[config.mk]
export PLATFORM = sky130hd
export DESIGN_NAME = clk_gen_div_flat
export DESIGN_NICKNAME = d
export VERILOG_FILES = /design/src/rtl/clk_gen_div_pkg.sv /design/src/rtl/clk_gen_div_if.sv /design/src/rtl/clk_gen_div_cnt.sv /design/src/rtl/clk_gen_div.sv /design/src/flat_wrapper.sv
export SDC_FILE = /design/constraint.sdc
export NUM_CORES = 1
export LEC_CHECK = 0
export BUFFER_PORTS_ARGS = -buffer_cell sky130_fd_sc_hd__clkbuf_2
export CAP_MARGIN = 20
export CELL_PAD_IN_SITES_DETAIL_PLACEMENT = 1
export CELL_PAD_IN_SITES_GLOBAL_PLACEMENT = 1
export CORE_MARGIN = 3
export CORE_UTILIZATION = 48
export CTS_CLUSTER_SIZE = 25
export DETAILED_ROUTE_END_ITERATION = 16
export PLACE_DENSITY = 0.92
export SETUP_SLACK_MARGIN = 0.3
export SYNTH_ARGS = -nofsm -noshare
export SYNTH_HDL_FRONTEND = slang
export SYNTH_SLANG_ARGS = --single-unit
[constraint.sdc]
create_clock -name clk_i -period 3.7 [get_ports clk_i]
set_input_delay 0.37 -clock clk_i [delete_from_list [all_inputs] [get_ports clk_i]]
set_output_delay 0.37 -clock clk_i [all_outputs]
set_load 0.01 [all_outputs]
[src/rtl/clk_gen_div_pkg.sv]
// Shared types and helpers for the programmable clock divider.
package clk_gen_div_pkg;

   typedef enum logic {IDLE = 1'b0, RUN = 1'b1} state_t;

   localparam int unsigned MIN_DIV = 2;

   // Ratios below MIN_DIV cannot form a high and a low phase, so they are raised to MIN_DIV.
   function automatic int unsigned clamp_div(input int unsigned d);
      return (d < MIN_DIV) ? MIN_DIV : d;
   endfunction

endpackage

[src/rtl/clk_gen_div_if.sv]
// Control/status bundle of clk_gen_div; CLK_GEN_DIV_STROBE_EN adds rise_o/fall_o edge strobes.
interface clk_gen_div_if #(
   parameter int DIV_WIDTH = 16
) ();
   logic                 en_i;
   logic [DIV_WIDTH-1:0] div_i;
   logic                 div_valid_i;
   logic                 div_ready_o;
   logic                 clk_o;
   logic                 busy_o;
`ifdef CLK_GEN_DIV_STROBE_EN
   logic                 rise_o;
   logic                 fall_o;
`endif

   modport master (
      output en_i, div_i, div_valid_i,
`ifdef CLK_GEN_DIV_STROBE_EN
      input  rise_o, fall_o,
`endif
      input  div_ready_o, clk_o, busy_o
   );

   modport slave (
      input  en_i, div_i, div_valid_i,
`ifdef CLK_GEN_DIV_STROBE_EN
      output rise_o, fall_o,
`endif
      output div_ready_o, clk_o, busy_o
   );
endinterface

[src/rtl/clk_gen_div_cnt.sv]
// Period counter next-state and high-phase compare; the count register lives in the top.
module clk_gen_div_cnt #(
   parameter int DIV_WIDTH = 16
) (
   input  logic [DIV_WIDTH-1:0] cnt,
   input  logic [DIV_WIDTH-1:0] div_q,
   output logic                 clk_next,
   output logic                 boundary,
   output logic [DIV_WIDTH-1:0] cnt_next
);
   localparam logic [DIV_WIDTH-1:0] ONE = DIV_WIDTH'(1);

   logic [DIV_WIDTH-1:0] high_len;

   // Ceiling half: odd ratios spend the extra cycle high.
   assign high_len = div_q - (div_q >> 1);
   assign boundary = (cnt == div_q - ONE);
   assign cnt_next = boundary ? '0 : cnt + ONE;
   assign clk_next = (cnt < high_len);
endmodule

[src/rtl/clk_gen_div.sv]
// Glitch-free programmable clock divider; define CLK_GEN_DIV_STROBE_EN for rise_o/fall_o strobes.
module clk_gen_div
   import clk_gen_div_pkg::*;
#(
   parameter int DIV_WIDTH   = 16,
   parameter int DEFAULT_DIV = 4
) (
   input  logic         clk_i,
   input  logic         rst_i,
   clk_gen_div_if.slave bus
);
   localparam logic [DIV_WIDTH-1:0] DIV_RST = DIV_WIDTH'(clamp_div(DEFAULT_DIV));

   state_t               state;
   logic [DIV_WIDTH-1:0] cnt, cnt_next, div_q, div_pend, div_in;
   logic                 pending, clk_q, busy_q;
   logic                 clk_next, boundary, at_bnd, xfer, clk_d;

   clk_gen_div_cnt #(.DIV_WIDTH(DIV_WIDTH)) u_cnt (
      .cnt      (cnt),
      .div_q    (div_q),
      .clk_next (clk_next),
      .boundary (boundary),
      .cnt_next (cnt_next)
   );

   assign div_in = DIV_WIDTH'(clamp_div(32'(bus.div_i)));
   assign xfer   = bus.div_valid_i & ~pending;
   assign at_bnd = (state == RUN) & boundary;
   assign clk_d  = (state == RUN) & clk_next;

   always_ff @(posedge clk_i) begin
      if (rst_i) begin
         state    <= IDLE;
         cnt      <= '0;
         div_q    <= DIV_RST;
         div_pend <= '0;
         pending  <= 1'b0;
         clk_q    <= 1'b0;
         busy_q   <= 1'b0;
      end else begin
         // A ratio only takes effect where cnt restarts at 0, so clk_o never sees a runt phase.
         if (xfer && (state == IDLE || at_bnd)) begin
            div_q <= div_in;
         end else if (xfer) begin
            div_pend <= div_in;
            pending  <= 1'b1;
         end else if (at_bnd && pending) begin
            div_q   <= div_pend;
            pending <= 1'b0;
         end
         clk_q <= clk_d;
         case (state)
            IDLE: begin
               cnt <= '0;
               if (bus.en_i) begin
                  state  <= RUN;
                  busy_q <= 1'b1;
               end
            end
            RUN: begin
               cnt <= cnt_next;
               if (at_bnd && !bus.en_i) begin
                  state  <= IDLE;
                  busy_q <= 1'b0;
               end
            end
            default: state <= IDLE;
         endcase
      end
   end

   assign bus.clk_o       = clk_q;
   assign bus.busy_o      = busy_q;
   assign bus.div_ready_o = ~pending;

`ifdef CLK_GEN_DIV_STROBE_EN
   logic rise_q, fall_q;

   always_ff @(posedge clk_i) begin
      if (rst_i) begin
         rise_q <= 1'b0;
         fall_q <= 1'b0;
      end else begin
         rise_q <= clk_d & ~clk_q;
         fall_q <= ~clk_d & clk_q;
      end
   end

   assign bus.rise_o = rise_q;
   assign bus.fall_o = fall_q;
`endif
endmodule

[src/flat_wrapper.sv]
// flat-port wrapper written by rule: the top's interface ports become plain ports
module clk_gen_div_flat import clk_gen_div_pkg::*;
#(
   parameter int DIV_WIDTH   = 16,
   parameter int DEFAULT_DIV = 4
)
  (clk_i, rst_i, bus_en_i, bus_div_i, bus_div_valid_i, bus_div_ready_o, bus_clk_o, bus_busy_o);
  clk_gen_div_if #(.DIV_WIDTH(DIV_WIDTH)) bus_i ();
  input  logic clk_i;
  input  logic rst_i;
  input wire logic [$bits(bus_i.en_i)-1:0] bus_en_i;
  input wire logic [$bits(bus_i.div_i)-1:0] bus_div_i;
  input wire logic [$bits(bus_i.div_valid_i)-1:0] bus_div_valid_i;
  output wire logic [$bits(bus_i.div_ready_o)-1:0] bus_div_ready_o;
  output wire logic [$bits(bus_i.clk_o)-1:0] bus_clk_o;
  output wire logic [$bits(bus_i.busy_o)-1:0] bus_busy_o;
  assign bus_i.en_i = bus_en_i;
  assign bus_i.div_i = bus_div_i;
  assign bus_i.div_valid_i = bus_div_valid_i;
  assign bus_div_ready_o = bus_i.div_ready_o;
  assign bus_clk_o = bus_i.clk_o;
  assign bus_busy_o = bus_i.busy_o;
  clk_gen_div #(.DIV_WIDTH(DIV_WIDTH), .DEFAULT_DIV(DEFAULT_DIV)) u_core (.clk_i(clk_i), .rst_i(rst_i), .bus(bus_i));
endmodule
== Word-level counts from Yosys, hierarchy flattened ==
Index checks and enable logic that the tools add are counted.

* Flip-flop bits (word level): 52
* Bits of input ports: 20

* $lt $le $gt $ge: 2
* Reductions and logical operators: 11
* Add/subtract/negate cells: 3
* Eq/ne operators: 4
* Bitwise logic cells: 6
* Mux-type cells: 14

{| class="wikitable"
|+ Operator list
! operator !! number
|-
| 2-to-1 mux 16 bit || 5
|-
| one-hot mux 16 bit (2 select lines) || 1
|-
| adder 16 x 1 -> 16 bit, second input constant || 1
|-
| == test 16 bit || 1
|-
| less-than comparator 16 bit || 1
|-
| less-than comparator 16 x 2 -> 1 bit, second input constant || 1
|-
| subtractor 16 x 1 -> 16 bit, second input constant || 1
|-
| subtractor 16 x 15 -> 16 bit || 1
|-
| AND reduction 2 bit || 4
|-
| 2-to-1 mux 1 bit || 6
|-
| inequality test 2 bit, second input constant || 3
|-
| one-hot mux 1 bit (2 select lines) || 2
|-
| nonzero test 2 bit || 2
|-
| bitwise AND 1 bit || 3
|-
| logical AND 1 bit || 3
|-
| NOT 1 bit || 3
|-
| logical NOT 1 bit || 1
|-
| logical OR 1 bit || 1
|}

== Longest topological paths before layout ==
Gate-level depths: netlist (run 1).

* Depth after elaboration: 7
* Depth in mapped cells: 17
* Depth with buffers taken out: 17

== Cells and area by module ==
A second synthesis (run 1) with hierarchy kept.

* Cells, all modules: 494
* Area, all modules: 4,027.6 um^2

{| class="wikitable"
|+ Modules (own cells, without submodules)
! module !! seq. area each (um^2) !! cells each !! area each (um^2) !! instances
|-
| clk_gen_div_cnt || 0.0 || 292 || 2,173.3 || 1
|-
| clk_gen_div || 1,041.0 || 202 || 1,854.3 || 1
|}

== Least setup slack after synthesis (run 1) ==
OpenSTA, ideal clock, no wires.

* Kind: register -> register
* From: register u_core.div_q[4]
* To: register u_core.clk_q (netlist: u_core.bus.clk_o)
* Cell stages (with the launch flop): 16
* Buffers on the path: 0
* Period minus slack after synthesis: 3.116 ns
* Slack: 0.584 ns
* Arrival time: 3.042 ns
* Library setup time: 0.074 ns
* Path through: dfxtp_1 inv_1 ha_1 nor3_1 a2111oi_0 nand2b_1 nand3_1 a31oi_1 o21bai_1 a21oi_1 xnor2_1 ha_1 and4_1 nand2_1 nand4_1 a31oi_1

* Longest elaborated chain between the ends: 3

{| class="wikitable"
|+ RTL lines
! element !! line !! RTL
|-
| start, declared || clk_gen_div.sv:15 || <nowiki>logic [DIV_WIDTH-1:0] cnt, cnt_next, div_q, div_pend, div_in;</nowiki>
|-
| start signal, assigned || clk_gen_div.sv:44 || <nowiki>div_q <= div_in;</nowiki>
|-
| start signal, assigned || clk_gen_div.sv:49 || <nowiki>div_q <= div_pend;</nowiki>
|-
| subtractor 16 x 15 -> 16 bit || clk_gen_div_cnt.sv:16 || <nowiki>assign high_len = div_q - (div_q >> 1);</nowiki>
|-
| less-than comparator 16 bit || clk_gen_div_cnt.sv:19 || <nowiki>assign clk_next = (cnt < high_len);</nowiki>
|-
| bitwise AND 1 bit || clk_gen_div.sv:30 || <nowiki>assign clk_d = (state == RUN) & clk_next;</nowiki>
|-
| end signal, assigned || clk_gen_div.sv:52 || <nowiki>clk_q <= clk_d;</nowiki>
|-
| end, declared || clk_gen_div.sv:16 || <nowiki>logic pending, clk_q, busy_q;</nowiki>
|}

Every way passes these cells.
A chain may end at the register's enable or synchronous reset.

== Final worst setup path (run 1) ==
* From: register u_core.div_q[0]
* To: register u_core.clk_q (netlist: u_core.bus.clk_o)

Same word-level chain as after synthesis.

==> reports/metrics.yaml, run 1 <==
seq_area_sq_um: 1059
row_count: 31
ys.flop_type: "dfxtp_1"
htree_levels: 2
report.final.slew_viol_count: 0
synthTopCellsByArea: "dfxtp_1, ha_1, mux2i_1"
hold_viol: 0
fmax_mhz: 287.8
syn_to_final_growth_pct: 12.35
die_w_um: 95.44
cp.arrival_ps: 3740
maxCapViolations: 0
p_leak_nw: 1.854
cts_hold_buffers: 0
ff2ff_setup_slack_ps: 220
drt_pass1_iterations: 5
start_kind: "register"
start_util: 0.5130
ys_warn_count: 0
synth_top_area_share: 0.2711
yosysTopAreaCell: "dfxtp_1"
required_ps: 3960
slew_headroom: 0.3669
die_h_um: 95.44
routed_wl_um: 14280
total_power_mw: 1.766
numCtsBuffers: 5
yosys.area_share.simple: 0.1870
min_period_ps: 3475
critPathCaptureType: "register"
power_density_nw_per_um2: 409.4
cts_tree: "built"
ioPinCount: 23
grt_max_degree: 37
cp_slowest_stage_delay_ps: 410
synth_top_family_by_area: "simple AND/OR/NAND/NOR gates"
post_drt_wl_per_cell_um: 25.86
clk_latency_ps: 340
synth_mux_area_frac: 0.08341
drc: 0
fin_nets: 520
dieArea_sq_um: 9109
netlist_area_sq_um: 3840
num_vias: 3566
fin_setup_tns_ps: 0
cts.reportedPaths.clkPinSlew_ps: 110
min_period_over_period: 0.9392
synthTopCellsByCount: "nor2_1, dfxtp_1, ha_1"
synth_xor_area_frac: 0.1274
ys_seq_area_frac: 0.2711
grt_pass1_wl_um: 19330
yosys_register_bits: 52
gp_congestion: 0.9390
path_cells: "inv_1 -> ha_1 -> inv_1 -> fa_2 -> nand2b_1 -> a21oi_2 -> o21bai_2 -> a211o_1 -> a31oi_4 -> a21oi_1 -> o21bai_1 -> xnor2_1 -> ha_1 -> nor2b_1 -> o21ai_0 -> nand4_1 -> a31oi_1"
place_hpwl_um: 8174
path_class: "reg2reg"
routed_via_density: 6.460
fp.coreArea_sq_um: 7486
min_path_type: "in2reg"
drive_above_1_share: 0.1965
synthMostInstantiatedCell: "nor2_1"
cts_root_buf: "clkbuf_8"
grt_usage: 0.2799
critPathSlowestCell: "dfxtp_4"
multi_input_area_sq_um: 2739
finalSetupViolCount: 0
antenna_found_initial: 0
synth_compound_area_frac: 0.1238
async_reset_ff_frac: 0
n_fill_cell: 844
ir_drop_uv: 261.8
syn-instance-count: 427
syn_avg_cell_area_sq_um: 8.993
worstMarginPinSlew_ps: 949.6
synth_nets: 495
io_buffers: 22
drt_iter0_drc: 330
dp.cells: 540
synth_fa_ha_area_frac: 0.1584
cts.sinks: 52
finClkSkew_ps: 21.79
yosysUniqueCellTypes: 54
crit_path_max_fanout: 7
design_area_sq_um: 4314
final_cells: 552
status: "complete, no violations"
final_core_utilization: 0.5763
num_antenna_cells: 0
placed_area_sq_um: 4018
grt.overflow.total: 0
grt_pass1_vias: 3675
postRouteAntennaNets: 0
grt_setup_unrepaired: "false"
synth_edf_count: 0
clk_path_buf_depth: 2
kinds of logic (layout without fill, tap and decap cells):
logic type,Yosys count,in the layout
buffers and inverters,40,66
xor gates and xnor gates,55,55
muxes,32,32
DFF,52,52
adders and majority gates,48,48
AOI/OAI and AO/OA,59,59
and+or+nand+nor,141,141
per-layer routing:
layer / GRT usage / vias to the layer above / part of all wire
met4: 0.1600 / 0 / 0.053
met2: 0.4921 / 219 / 0.49
met3: 0.04657 / 73 / 0.062
met1: 0.3184 / 1753 / 0.40
li1: - / 1521 / -
met5: 0 / - / 0
placed cells by master, fill, tap and decap left out, types with 7 or more instances in the layout:
| cell | count |
|---|---|
| a211oi_2 | 15 |
| a21oi_1 | 12 |
| buf_4 | 7 |
| clkbuf_2 | 22 |
| dfxtp_1 | 46 |
| ha_1 | 44 |
| inv_1 | 26 |
| mux2i_1 | 32 |
| nand2_1 | 16 |
| nand3_1 | 11 |
| nor2_1 | 64 |
| xnor2_1 | 33 |
| xor2_1 | 21 |
report_power, final:
| part | switching [mW] | internal [mW] |
|---|---|---|
| sequential | 0.0391 | 0.586 |
| combinational | 0.404 | 0.284 |
| clock | 0.231 | 0.222 |
critical path, delay by kind of cell, from the launching register on:
kind / cells / cell delay (ps)
xor gates and xnor gates: 1 / 150
adders and majority gates: 3 / 740
and+or+nand+nor: 3 / 370
DFF: 1 / 410
AOI/OAI and AO/OA: 8 / 1570
buffers and inverters: 2 / 180
worst paths after layout:
check / from / end / cells past startpoint
setup / recovery: u_core.div_q[0] / u_core.bus.clk_o / 17
hold / removal: bus_div_i[15] / u_core.div_pend[15] / 3
setup reg to reg: u_core.div_q[0] / u_core.bus.clk_o / 17
hold reg to reg: u_core.div_pend[14] / u_core.div_pend[14] / 2
what timing repair did:
| action | 4_1_cts | 5_1_grt |
|---|---|---|
| endpoints found under the setup margin | 1 | 3 |
| pin swaps | 1 | 7 |
| buffers inserted | 0 | 4 |
| gates resized for setup | 9 | 25 |
| gates cloned | 0 | 0 |
sequential cells by signal, summed over array words and instances (netlist names):
| name | cells |
|---|---|
| u_core.cnt | 16 |
| u_core.div_pend | 16 |
| u_core.div_q | 16 |
| u_core.bus.busy_o | 1 |
| u_core.bus.clk_o | 1 |
| u_core.pending | 1 |
| u_core.state | 1 |
through the flow:
stage | hold slack, ps | setup WS (ps)
5_1_grt | 374.2 | 113.8
3_5_place_dp | 487.0 | 223.2
6_report | 347.1 | 224.8
4_1_cts | 298.4 | 311.7
3_3_place_gp | 467.9 | 502.7
2_1_floorplan | 453.6 | 583.7
layout make-up:
| type | instances | share of cell area |
|---|---|---|
| clock buffers | 6 | 0.01914 |
| clock inverters | 2 | 0.008991 |
| inverters | 29 | 0.02523 |
| multi-input cells | 335 | 0.6349 |
| flip-flops and latches | 52 | 0.2454 |
| well taps | 99 | 0.02871 |
| repair buffers | 29 | 0.03770 |
Note: power is estimated with default switching activity, not from simulation.
==> run 2, diff against run 1 <==
--- a/config.mk
+++ b/config.mk
@@ -14,6 +14,7 @@
 export CTS_CLUSTER_SIZE = 25
 export DETAILED_ROUTE_END_ITERATION = 16
 export PLACE_DENSITY = 0.92
+export RECOVER_POWER = 100
 export SETUP_SLACK_MARGIN = 0.3
 export SYNTH_ARGS = -nofsm -noshare
 export SYNTH_HDL_FRONTEND = slang
==> run 2 against run 1 <==
Critical path depth down 6. Largest power group unchanged. Worst setup slack worse by 25 ps. Sequential power about the same. Flip-flop and latch count unchanged. Fmax down 0.72%. Clock-buffer cell count unchanged. Critical endpoint is now u_core.div_q[7]. Sequential share of layout area about the same. Critical path type unchanged. Die area unchanged. Power about the same. Clock skew up 1.6 ps. Final cell count unchanged. Final area down 0.17%.
==> reports/metrics.yaml, run 2 (synthesized netlist as in run 1, its figures left out) <==
path_cells: "inv_1 -> ha_1 -> and4b_1 -> a311o_1 -> o21ai_0 -> nand4_1 -> o31a_2 -> or3b_1 -> buf_4 -> nor2_1 -> a211oi_2"
io_buffers: 22
cts.sinks: 52
worstMarginPinSlew_ps: 953.0
postRouteAntennaNets: 0
layout_commonest_cell: "nor2_1"
p_clk_frac: 0.258
status: "complete, no violations"
row_count: 31
p_comb_frac: 0.389
htree_levels: 2
seq_area_sq_um: 1059
seq_power_share: 0.354
clk_path_buf_depth: 2
power_density_nw_per_um2: 410.2
gp_congestion: 0.9390
fin_nets: 520
drt_pass1_iterations: 5
cts_hold_buffers: 0
final_core_utilization: 0.5753
grt.overflow.total: 0
p_int_mw: 1.092
min_path_type: "in2reg"
fmax_mhz: 285.7
cp_slowest_stage_delay_ps: 500
drive_above_1_share: 0.1876
total_power_mw: 1.767
path_buf_inv: 2
die_h_um: 95.44
cts.reportedPaths.clkPinSlew_ps: 100
min_period_over_period: 0.9461
numCtsBuffers: 5
finalSetupViolCount: 0
start_kind: "register"
antenna_found_initial: 0
ir_drop_uv: 260.7
ioPinCount: 23
multi_input_area_sq_um: 2735
routed_via_density: 6.402
grt_usage: 0.2799
routed_wl_um: 14250
cts_tree: "built"
crit_path_max_fanout: 22
fp.coreArea_sq_um: 7486
critPathSlowestCell: "dfxtp_1"
syn_to_final_growth_pct: 12.15
drc: 0
num_vias: 3534
grt_pass1_wl_um: 19330
p_leak_nw: 1.843
cts_root_buf: "clkbuf_8"
die_w_um: 95.44
hold_viol: 0
finClkSkew_ps: 23.40
path_class: "reg2reg"
clk_latency_ps: 340
largestRegisters: "u_core.cnt (16), u_core.div_pend (16), u_core.div_q (16)"
switching_share: 0.3820
n_fill_cell: 848
maxCapViolations: 0
required_ps: 3880
start_util: 0.5130
fin_setup_tns_ps: 0
cp.arrival_ps: 3680
drt_iter0_drc: 327
final_cell_mix: "nor2_1, dfxtp_1, ha_1"
post_drt_wl_per_cell_um: 25.81
worst_hold_slack_ps: 345.7
dieArea_sq_um: 9109
power.switching_mw: 0.6748
min_period_ps: 3500
num_antenna_cells: 0
slew_headroom: 0.3647
grt_max_degree: 37
place_hpwl_um: 8174
report.final.slew_viol_count: 0
grt_pass1_vias: 3675
grt_setup_unrepaired: "false"
path_delay_family: "simple AND/OR/NAND/NOR gates"
critPathCaptureType: "register"
==> run 2: timing repair <==
action / CTS / global route
hold endpoints to repair: 0 / 0
gates resized for setup: 9 / 25
setup endpoints to repair: 1 / 3
setup buffers: 0 / 4
pin swaps: 1 / 7
==> run 2: layout make-up <==
type	count	area share
inverter	29	0.02528
sequential	52	0.2458
multi-input combinational	335	0.6351
clock buffer	6	0.01917
tap	99	0.02876
clock inverter	2	0.009006
timing repair buffer	29	0.03690
==> run 2: metrics by stage <==
stage	setup WS [ps]	area (sq um)	instances
finish	199.6	4307	552
global route	92.35	4307	552
detailed placement	223.2	4018	540
global placement	502.7	4018	540
CTS	311.7	4173	548
floorplan	583.7	3840	427
==> run 2: per-layer routing <==
metal,vias up,global-route usage,wire length [um]
met1,1762,0.3184,5658
met3,66,0.04657,887
met4,0,0.1600,751
li1,1519,-,-
met2,187,0.4921,6949
met5,-,0,0
==> run 2: power groups by stage <==
| stage | Clock, mW | Combinational, mW | Sequential [mW] |
|---|---|---|---|
| floorplan | 0 | 0.393 | 0.619 |
| global placement | 0 | 0.477 | 0.626 |
| detailed placement | 0 | 0.519 | 0.631 |
| CTS | 0.440 | 0.558 | 0.620 |
| global route | 0.465 | 0.727 | 0.627 |
| finish | 0.455 | 0.686 | 0.625 |
==> run 2: path summary, 6_finish.rpt <==
check	endpoint	cells after the start	slack, ps	startpoint
max reg2reg	u_core.div_q[7]	11	200	u_core.div_q[6]
max	u_core.div_q[7]	11	200	u_core.div_q[6]
min reg2reg	u_core.div_pend[14]	2	530	u_core.div_pend[14]
min	u_core.div_pend[15]	3	350	bus_div_i[15]
==> run 2: worst register-to-register path, delay by kind of cell, from the launching register on <==
kind                     cells  cell delay (ps)
AND/OR/NAND/NOR              4             1140
AO/OA/AOI/OAI                4             1050
flip-flops                   1              500
buffers and inverters        2              410
adder cells (fa/ha/maj)      1              250
==> run 3, diff against run 2 <==
==> constraint.sdc (replaced) <==
create_clock -name clk_i -period 3.51 [get_ports clk_i]
set_input_delay 0.351 -clock clk_i [delete_from_list [all_inputs] [get_ports clk_i]]
set_output_delay 0.351 -clock clk_i [all_outputs]
set_load 0.01 [all_outputs]
==> run 3 against run 2 <==
The flow now finishes with violations (negative setup slack). Power increased by 2.8%. Final area increased by 2.1%. Routed wire length increased by 13%. Via count increased by 6.4%. Clock power decreased by 15%. Sequential share of layout area decreased by 0.28 points. First-iteration DRC count increased by 1.8%. Global-route usage increased by 3.4 points. Hold slack got worse by 24 ps. Sequential power increased by 5.8%. Critical endpoint is now u_core.div_pend[2].
==> reports/metrics.yaml, run 3 (synthesized netlist as in run 1, its figures left out) <==
gp_congestion: 0.9163
clk_latency_ps: 330
report.final.slew_viol_count: 0
design_area_sq_um: 4397
fp.coreArea_sq_um: 7486
largestRegisters: "u_core.cnt (16), u_core.div_pend (16), u_core.div_q (16)"
power.switching_mw: 0.7353
finClkSkew_ps: 14.63
cp.arrival_ps: 3750
numCtsBuffers: 5
die_h_um: 95.44
ff2ff_setup_slack_ps: -90
hp-start: "bus_div_i[3]"
dp.cells: 540
grt_pass1_vias: 3855
r2r-start: "u_core.div_q[11]"
final_cell_mix: "nor2_1, dfxtp_1, ha_1"
min_period_over_period: 1.026
routed_wl_um: 16150
cts_hold_buffers: 0
r2r_end: "u_core.div_pend[2]"
cts.sinks: 52
power_density_nw_per_um2: 413.1
finalSetupViolCount: 1
p_leak_nw: 1.873
grt.overflow.total: 0
path_class: "reg2reg"
finalWorstSetupSlack_ps: -91.16
total_power_mw: 1.816
path_common_cell: "nand4_1"
io_buffers: 22
cts_tree: "built"
cp_slowest_stage_delay_ps: 510
num_antenna_cells: 0
drive_above_1_share: 0.2381
rr_worst_depth: 10
n_fill_cell: 827
place_hpwl_um: 8032
min_path_type: "in2reg"
crit_path_max_fanout: 16
pre_cts_slack_ps: 19.75
start_util: 0.5130
drt_pass1_iterations: 6
grt_pass1_wl_um: 21320
critPathLaunch: "u_core.div_q[11]"
fmax_mhz: 277.7
postRouteAntennaNets: 0
routed_via_density: 6.702
p_comb_frac: 0.423
die_w_um: 95.44
ir_drop_uv: 248.2
clk_path_buf_depth: 2
worstMarginPinSlew_ps: 935.0
final_cells: 561
htree_levels: 2
min_to: "u_core.div_pend[3]"
status: "complete, but fails checks"
p_clk_frac: 0.213
num_vias: 3760
cts.reportedPaths.clkPinSlew_ps: 120
path_cells: "inv_1 -> ha_1 -> nand4_1 -> o22ai_2 -> xnor2_1 -> nand4_1 -> o31a_2 -> nand3_2 -> mux2i_1 -> nor2_1"
critPathSlowestCell: "dfxtp_1"
path_delay_family: "simple AND/OR/NAND/NOR gates"
grt_max_degree: 37
grt_setup_unrepaired: "true"
row_count: 31
drt_iter0_drc: 333
post_drt_wl_per_cell_um: 28.79
dieArea_sq_um: 9109
maxCapViolations: 0
critPathCaptureType: "register"
layout_commonest_cell: "nor2_1"
slew_headroom: 0.3767
violations: "negative setup slack"
seq_power_share: 0.364
placed_area_sq_um: 4018
required_ps: 3660
fin_nets: 529
cts_root_buf: "clkbuf_8"
start_kind: "register"
grt_usage: 0.3137
antenna_found_initial: 0
switching_share: 0.4049
fin_setup_tns_ps: -91.16
hold_viol: 0
path_buf_inv: 1
min_delay_path_depth: 3
p_int_mw: 1.081
ioPinCount: 23
min_period_ps: 3601
drc: 0
syn_to_final_growth_pct: 14.50
==> run 3: cell types whose count changed in the layout (fill, tap and decap cells not counted), sizes merged <==
cell and delta:
buf +9, bufinv -1, clkinv -1, inv +2
==> run 3: what timing repair did <==
item                                    CTS  global route
buffers inserted                          6             7
pin swaps                                 6            17
resized for setup                        18            40
endpoints found under the setup margin   14            30
==> run 3: worst max-delay path by stage <==
stage                                     to  slack [ps]  cells past startpoint
after floorplan             u_core.bus.clk_o         390                     15
after global placement      u_core.bus.clk_o         300                     16
after detailed placement    u_core.bus.clk_o          20                     16
after CTS                   u_core.bus.clk_o         260                     17
after global routing      u_core.div_pend[2]        -140                     10
final                     u_core.div_pend[2]         -90                     10
==> run 3: cell type report <==
cell class                      count  area, sq um  area share
Clock buffer                        6        72.57     0.01651
Clock inverter                      2        17.52    0.003984
Inverter                           29        108.9     0.02476
Multi-Input combinational cell    335         2763      0.6283
Sequential cell                    52         1069      0.2430
Tap cell                           99        123.9     0.02817
Timing Repair Buffer               38        242.7     0.05521
==> run 3: layer usage <==
layer	share of wire	global-route usage
met1	0.37	0.3463
met2	0.48	0.5510
met4	0.076	0.1955
met5	0	0
met3	0.076	0.05919
==> run 3: per-stage QoR <==
stage | utilization | hold WS (ps)
2_1_floorplan | - | 453.6
3_3_place_gp | 0.5367 | 468.3
3_5_place_dp | 0.5367 | 489.3
4_1_cts | 0.5669 | 324.6
5_1_grt | 0.5873 | 359.1
6_report | 0.5873 | 321.5
==> run 3: worst min-delay path, delay by kind of cell <==
family / cells / cell delay, ps
buf+inv: 1 / 110
mux: 1 / 70
simple gates: 1 / 80
==> run 3: power by group through the flow <==
stage / Sequential, mW / Clock [mW] / Combinational [mW]
3_3_place_gp: 0.660 / 0 / 0.504
6_report: 0.661 / 0.387 / 0.768
4_1_cts: 0.652 / 0.372 / 0.608
5_1_grt: 0.662 / 0.399 / 0.806
2_1_floorplan: 0.653 / 0 / 0.414
3_5_place_dp: 0.665 / 0 / 0.545
